==> src/rtl/div_unit.sv <==
// Multi-cycle restoring divider (signed/unsigned) for the execute stage.
// Produces {remainder, quotient} for the HI/LO pair; stalls via busy_o, aborts on annul_i.
module div_unit #(
  parameter int unsigned WIDTH = 32
) (
  input  logic                 clk,
  input  logic                 rst,
  input  logic                 start_i,
  input  logic                 signed_div_i,
  input  logic [WIDTH-1:0]     opdata1_i,
  input  logic [WIDTH-1:0]     opdata2_i,
  input  logic                 annul_i,
  output logic [2*WIDTH-1:0]   result_o,
  output logic                 ready_o,
  output logic                 dz_o,
  output logic                 busy_o
);

  localparam int unsigned CW = $clog2(WIDTH + 1);

  typedef enum logic [1:0] {S_FREE, S_BY_ZERO, S_ON, S_END} state_t;

  state_t             state, state_d;
  logic [CW-1:0]      cnt, cnt_d;
  logic [WIDTH-1:0]   rem, rem_d;
  logic [WIDTH-1:0]   quo, quo_d;
  logic [WIDTH-1:0]   dvs, dvs_d;
  logic               neg_q, neg_q_d;
  logic               neg_r, neg_r_d;
  logic [2*WIDTH-1:0] result_d;
  logic               ready_d, dz_d, busy_d;

  logic [WIDTH:0]     shifted, diff;
  logic [WIDTH-1:0]   q_fin, r_fin;
  logic               a_neg, b_neg;

  // Next-state and datapath update
  always_comb begin
    state_d  = state;
    cnt_d    = cnt;
    rem_d    = rem;
    quo_d    = quo;
    dvs_d    = dvs;
    neg_q_d  = neg_q;
    neg_r_d  = neg_r;
    result_d = result_o;
    ready_d  = ready_o;
    dz_d     = dz_o;

    a_neg   = signed_div_i & opdata1_i[WIDTH-1];
    b_neg   = signed_div_i & opdata2_i[WIDTH-1];
    shifted = {rem, quo[WIDTH-1]};
    diff    = shifted - {1'b0, dvs};
    q_fin   = neg_q ? (~quo + WIDTH'(1)) : quo;
    r_fin   = neg_r ? (~rem + WIDTH'(1)) : rem;

    unique case (state)
      S_FREE: begin
        if (start_i && !annul_i) begin
          quo_d   = a_neg ? (~opdata1_i + WIDTH'(1)) : opdata1_i;
          dvs_d   = b_neg ? (~opdata2_i + WIDTH'(1)) : opdata2_i;
          neg_q_d = a_neg ^ b_neg;
          neg_r_d = a_neg;
          cnt_d   = '0;
          rem_d   = '0;
          state_d = (opdata2_i == '0) ? S_BY_ZERO : S_ON;
        end
      end
      S_BY_ZERO: begin
        state_d = annul_i ? S_FREE : S_END;
      end
      S_ON: begin
        if (annul_i) begin
          state_d = S_FREE;
        end else if (cnt == CW'(WIDTH)) begin
          result_d = {r_fin, q_fin};
          ready_d  = 1'b1;
          dz_d     = 1'b0;
          state_d  = S_END;
        end else begin
          // A non-negative trial difference (no borrow) yields quotient bit 1
          rem_d = diff[WIDTH] ? shifted[WIDTH-1:0] : diff[WIDTH-1:0];
          quo_d = {quo[WIDTH-2:0], ~diff[WIDTH]};
          cnt_d = cnt + CW'(1);
        end
      end
      S_END: begin
        // Arriving from BY_ZERO with ready still low: deliver the zero-divide result first
        if (annul_i) begin
          state_d  = S_FREE;
          result_d = '0;
          ready_d  = 1'b0;
          dz_d     = 1'b0;
        end else if (!ready_o) begin
          result_d = '0;
          ready_d  = 1'b1;
          dz_d     = 1'b1;
        end else if (!start_i) begin
          state_d  = S_FREE;
          result_d = '0;
          ready_d  = 1'b0;
          dz_d     = 1'b0;
        end
      end
      default: state_d = S_FREE;
    endcase

    busy_d = (state_d == S_BY_ZERO) || (state_d == S_ON);
  end

  // State and output registers, synchronous active-low reset
  always_ff @(posedge clk) begin
    if (!rst) begin
      state    <= S_FREE;
      cnt      <= '0;
      rem      <= '0;
      quo      <= '0;
      dvs      <= '0;
      neg_q    <= 1'b0;
      neg_r    <= 1'b0;
      result_o <= '0;
      ready_o  <= 1'b0;
      dz_o     <= 1'b0;
      busy_o   <= 1'b0;
    end else begin
      state    <= state_d;
      cnt      <= cnt_d;
      rem      <= rem_d;
      quo      <= quo_d;
      dvs      <= dvs_d;
      neg_q    <= neg_q_d;
      neg_r    <= neg_r_d;
      result_o <= result_d;
      ready_o  <= ready_d;
      dz_o     <= dz_d;
      busy_o   <= busy_d;
    end
  end

endmodule

==> config.mk <==
export PLATFORM = sky130hd
export DESIGN_NAME = div_unit
export DESIGN_NICKNAME = d
export VERILOG_FILES = /design/src/rtl/div_unit.sv
export SDC_FILE = /design/constraint.sdc
export NUM_CORES = 1
export LEC_CHECK = 0
export ABC_AREA = 0
export CORE_UTILIZATION = 35
export CTS_CLUSTER_SIZE = 28
export DETAILED_ROUTE_END_ITERATION = 10
export PLACE_DENSITY = 0.52
export SYNTH_ARGS = -nofsm -noshare
export SYNTH_HDL_FRONTEND = slang
export SYNTH_SLANG_ARGS = --single-unit
==> constraint.sdc <==
create_clock -name clk -period 3.31 [get_ports clk]
set_input_delay 0.331 -clock clk [delete_from_list [all_inputs] [get_ports clk]]
set_output_delay 0.331 -clock clk [all_outputs]
set_load 0.05 [all_outputs]
# ---- After elaboration in Yosys (flattened, before gate mapping)
# Index checks and enable logic that the tools add are counted.
dict set report totals {
  register_bits 173
  input_bits 69
}
dict set report classes {
  bitwise 8
  addsub 6
  reduce_logical 11
  muxes 44
  n_eq_ne 11
}
# operator count
set ops {}
lappend ops {{$mux 32} 11}
lappend ops {{$mux 64} 5}
lappend ops {{$add 32x1->32 const B} 4}
lappend ops {{$not 32->32} 4}
lappend ops {{$pmux 32 s2} 2}
lappend ops {{$pmux 64 s2} 1}
lappend ops {{$sub 33x32->33} 1}
lappend ops {{$logic_not 32->1} 1}
lappend ops {{$mux 6} 3}
lappend ops {{$mux 2} 8}
lappend ops {{$pmux 6 s2} 1}
lappend ops {{$mux 1} 10}
lappend ops {{$ne 2x2->1 const B} 4}
lappend ops {{$pmux 2 s4} 1}
lappend ops {{$reduce_and 4->1} 2}
lappend ops {{$add 6x1->6 const B} 1}
lappend ops {{$eq 2x2->1 const B} 3}
lappend ops {{$eq 6x6->1 const B} 1}
lappend ops {{$eq 2x1->1 const B} 2}
lappend ops {{$ne 4x4->1 const B} 1}
lappend ops {{$pmux 1 s2} 2}
lappend ops {{$reduce_bool 2->1} 2}
lappend ops {{$reduce_and 3->1} 1}
lappend ops {{$and 1x1->1} 2}
lappend ops {{other kinds (7)} 7}

# ---- Longest topological paths before layout
dict set report logic_depth {
  depth_word 6
  depth_mapped 14
  ltp_nobuf 12
}

# ---- Worst setup path before layout
# OpenSTA, ideal clock, no wires.
dict set report synth_path {
  path_type {reg-to-reg}
  from {reg quo[31]}
  to {reg rem[16]}
  arrival_time_ns 2.846
  period_less_slack_ns 2.974
  required_time_ns 3.182
  path_stages_with_launch 15
  setup_ns 0.128
  path_slack_ns 0.336
  path_cell_list {dfxtp_1 inv_1 ha_1 fa_1 nor2b_1 o31a_1 o21ai_0 a21oi_1 a31oi_1 a21oi_1 xor2_1 buf_2 buf_2 mux2i_1 o21ai_0}
}
dict set report synth_between {
  elab_chain_cells 5
}
# item line
set synth_lines {}
lappend synth_lines {{start: declaration} 26} ;# logic [WIDTH-1:0] quo, quo_d;
lappend synth_lines {{start signal: assignment} 129} ;# quo <= quo_d;
lappend synth_lines {{$sub 33x32->33} 53} ;# diff = shifted - {1'b0, dvs};
lappend synth_lines {{$mux 32} 82} ;# rem_d = diff[WIDTH] ? shifted[WIDTH-1:0] : diff[WIDTH-1:0];
lappend synth_lines {{$mux 32} 75} ;# end else if (cnt == CW'(WIDTH)) begin
lappend synth_lines {{$mux 32} 73} ;# if (annul_i) begin
lappend synth_lines {{$pmux 32 s2} 57} ;# unique case (state)
lappend synth_lines {{end signal: assignment} 128} ;# rem <= rem_d;
lappend synth_lines {{end: declaration} 25} ;# logic [WIDTH-1:0] rem, rem_d;
# No other way between the ends. The select of a mux whose other input is x is not followed.
# A chain may end at the register's enable or synchronous reset.

# ---- Worst setup path in the final report
dict set report layout_path {
  from {reg quo[31]}
  to {reg rem[23]}
}
# The elaborated chain is that of the path after synthesis.

==> impl_results.md <==
* Area leader, netlist: dfxtp_1
* Reg-to-reg critical path startpoint: quo[31]
* Async SR Flop Fraction at 0%
* Pre-CTS setup slack at roughly 0.093 ns
* CP Cell Sequence: inv_1, ha_1, fa_1, nor2b_1, o31a_1, o21ai_0, a21oi_1, a31oi_1, a21oi_2, xor2_4, buf_12, buf_4, or2_2, a32o_1
* Period utilization at a little over nine tenths
* Die X at roughly 180 µm
* CTS sink count at around 170
* Sequential share of power at a little over two fifths
* Routing usage on met2 at roughly 31%
* Synthesis-stage register bit count at about 170
* Critical Path RT at between 3 and 4 ns
* Leak at around 5.0 nW
* Post-synth top flop: dfxtp_1
* # rows at 63
* H-Tree Level Count at 4
* Slowest cell delay on critical path at 0.40 ns
* Relative slew slack at between 40% and 50%
* Final HPWL DP at about 24,000 µm
* Setup violators final at 0
* Pwr dens at between 300 and 400 mW/mm²
* Pint at between 3 and 4 mW
* Placed cell count at roughly 1.8k
* Root Buffer: clkbuf_16
* Minimum clock period at approximately 3.1 ns
* Most common cell after layout, fill and taps aside: dfxtp_1
* R2R Path End: rem[23]
* Die area at slightly above 0.03 mm²
* Combinational Power Share at 16.4%
* Clock transition at path regs at 0.07 ns
* R2r worst-path depth at 14
* Clock Power Share at roughly 41%
* Routability cong. at roughly 0.85
* Number of global-route vias before repair at a little over 9k
* Util after Layout at between 40% and 50%
* Most frequent cells in the layout: dfxtp_1 (173), nor2_1 (160), clkdlybuf4s50_1 (135)
* Synthesized Nets at 1,420
* WP buf/inv at 3
* CTS tree: done
* Synth cell types at 66
* Final Hold Viols at 0
* Post-route setup slack at 0.1728 ns
* Placed inst area at around 0.013 mm²
* Fin cells at ~1.9k
* Synth Area per Inst at around 8.0 µm²
* Sw Pwr at approximately 1.5 mW
* Area Growth Syn to Fin at 25.91%
* Synthesis Warnings at 0
* Least-Margin Pin Slew at 0.8524 ns
* Avg WL per Cell at roughly 17 µm
* Initial Util at 35.49%
* Total grt overflow at 0
* Critical Path Fanout Max at 8
* HP Start: result_o[2]
* Share of post-route cells with drive strength above 1 at between 7 and 8%
* Max-Cap Viols at 0
* Post-synth top area share at 33.02%
* Post-layout instance area at roughly 0.013 mm²
* Worst Setup Start Kind: register
* CTS Hold Buffers Added at 0
* Register area share after synthesis at around 33%
* Gr usage total at about 21%
* Routed WL at approximately 31,000 µm
* CP top delay family: compound AO/OA/AOI/OAI gates
* Number of routed nets with antenna violations at 0
* Worst Hold Endpoint: result_o[2]
* Fmax achieved at around 320 MHz
* Number of synthesized flops with an enable pin at 0
* Post-Syn Area at 0.01049 mm²
* Buffers on Ports at 135
* Core box area at 0.02956 mm²
* First-pass iteration count of the detailed router at 7
* CTS Buf Count at 17
* I/O pin total at about 140
* CP Depth at 14
* Unrepaired setup endpoints after global routing: yes
* Drt drc at 0
* Switching share of power at 28.58%
* Global-route wire length before repair at between 50,000 and 60,000 µm
* Slew Limit Fails at 0
* GR peak layer: met2
* Hold depth at 2
* Ant. Diodes at 0
* Hold Crit Class: register to register
* Vias at 9,983
* Height of the die at about 180 µm
* Crit. End Element: register
* CP Class: register to register
* VDD IR max at roughly 0.35 mV
* Pwr Total at about 5.1 mW
* Initial antenna violation count at 0
* CP arrival at between 3 and 4 ns
* CTS max path bufs at 2
* Synth Instances at ~1.3k
* Met1 Resource Use GR at between 30% and 40%
* Setup Skew at between 0.01 and 0.015 ns
* Via density at between 5 and 6
* Status: complete, no violations
* CP max stage cell: fa_1
* M3 GR Usage at under 10%
* R2r setup slk at 0.17 ns
* Area contributors post-synth: dfxtp_1 (33%), xnor2_1 (6.6%), xor2_1 (5.9%), nor2_1 (5.8%), ha_1 (4.5%)
* Largest net degree at the start of global routing at 111
* Post-layout nets at roughly 1.6k
* Starting DRT DRC Count at around 840
* Skew-Pair Late Insertion Delay at about 0.44 ns
## worst reg2reg max path: stages (launching register included)
cell	delay [ns]
dfxtp_1	0.38
inv_1	0.09
ha_1	0.22
fa_1	0.40
nor2b_1	0.16
o31a_1	0.15
o21ai_0	0.10
a21oi_1	0.19
a31oi_1	0.16
a21oi_2	0.28
xor2_4	0.11
buf_12	0.16
buf_4	0.13
or2_2	0.27
a32o_1	0.24
## cells by family (layout without fill, tap and decap cells)
logic type	count (synthesis)	after routing	share of synthesized area, %
xor+xnor	150	150	12.52
compound gates	371	371	23.95
mux	27	27	2.576
buf+inv	127	282	4.580
flops	173	173	33.02
fa+ha+maj	39	39	4.723
simple gates	425	425	18.63
## routing by layer
metal  vias up  routed length (µm)
met4         0                 393
met5         -                   0
met1      4656               15980
met2       279               13530
li1       5024                   -
met3        24                1321
## flip-flops by register name, indices dropped and copies added, names as in the netlist
name and cells:
busy_o 1, cnt 6, dvs 32, dz_o 1, neg_q 1, neg_r 1
quo 32, ready_o 1, rem 32, result_o 64, state 2
## per-stage QoR
stage / hold WS, ns / setup TNS, ns
after floorplan: 0.4319 / 0
after global placement: 0.4431 / 0
after detailed placement: 0.4465 / 0
after CTS: 0.4594 / 0
after global routing: 0.4805 / -0.04677
final: 0.4525 / 0
## Yosys cell counts, types with 6 or more instances
library cell / count
o31ai_1: 16
o41ai_1: 17
mux2i_1: 27
nor2_1: 162
nand2_1: 116
a31oi_1: 7
nand3_1: 31
nor3_1: 25
inv_1: 54
nor4_1: 7
and3_1: 7
or3_1: 14
o21a_1: 7
nand4_1: 6
a21o_1: 8
dfxtp_1: 173
nand2b_1: 6
and2_1: 8
xnor2_1: 79
a21oi_1: 80
ha_1: 38
o21ai_0: 88
a22oi_1: 39
xor2_1: 71
o211ai_1: 6
clkbuf_1: 67
a222oi_1: 31
or4_1: 14
a211oi_1: 30
nor2b_1: 10
## how the worst max path moves through the flow
stage / startpoint / endpoint
finish: quo[31] / rem[23]
global route: quo[31] / rem[23]
CTS: quo[31] / rem[16]
detailed placement: opdata2_i[5] / state[1]
global placement: opdata2_i[5] / state[1]
floorplan: quo[31] / rem[16]
## layout make-up
class / instances / area (µm²)
clock buffers: 17 / 425.4
clock inverters: 14 / 156.4
fillers: 2972 / 16350
inverters: 55 / 209.0
multi-input cells: 1012 / 6585
flip-flops and latches: 173 / 3463
well taps: 390 / 488.0
repair buffers: 196 / 1881
## power by group through the flow
stage	clock [mW]	combinational, mW	sequential, mW
after global routing	2.18	0.923	2.20
after floorplan	0	0.543	2.22
after global placement	0	0.824	2.23
final	2.06	0.832	2.19
after CTS	2.10	0.827	2.19
after detailed placement	0	0.823	2.24
## timing repair
action	CTS	global route
setup endpoints to repair	0	29
setup buffers	0	5
gates resized for setup	0	2
hold endpoints to repair	0	0
(Power assumes the default switching activity.)
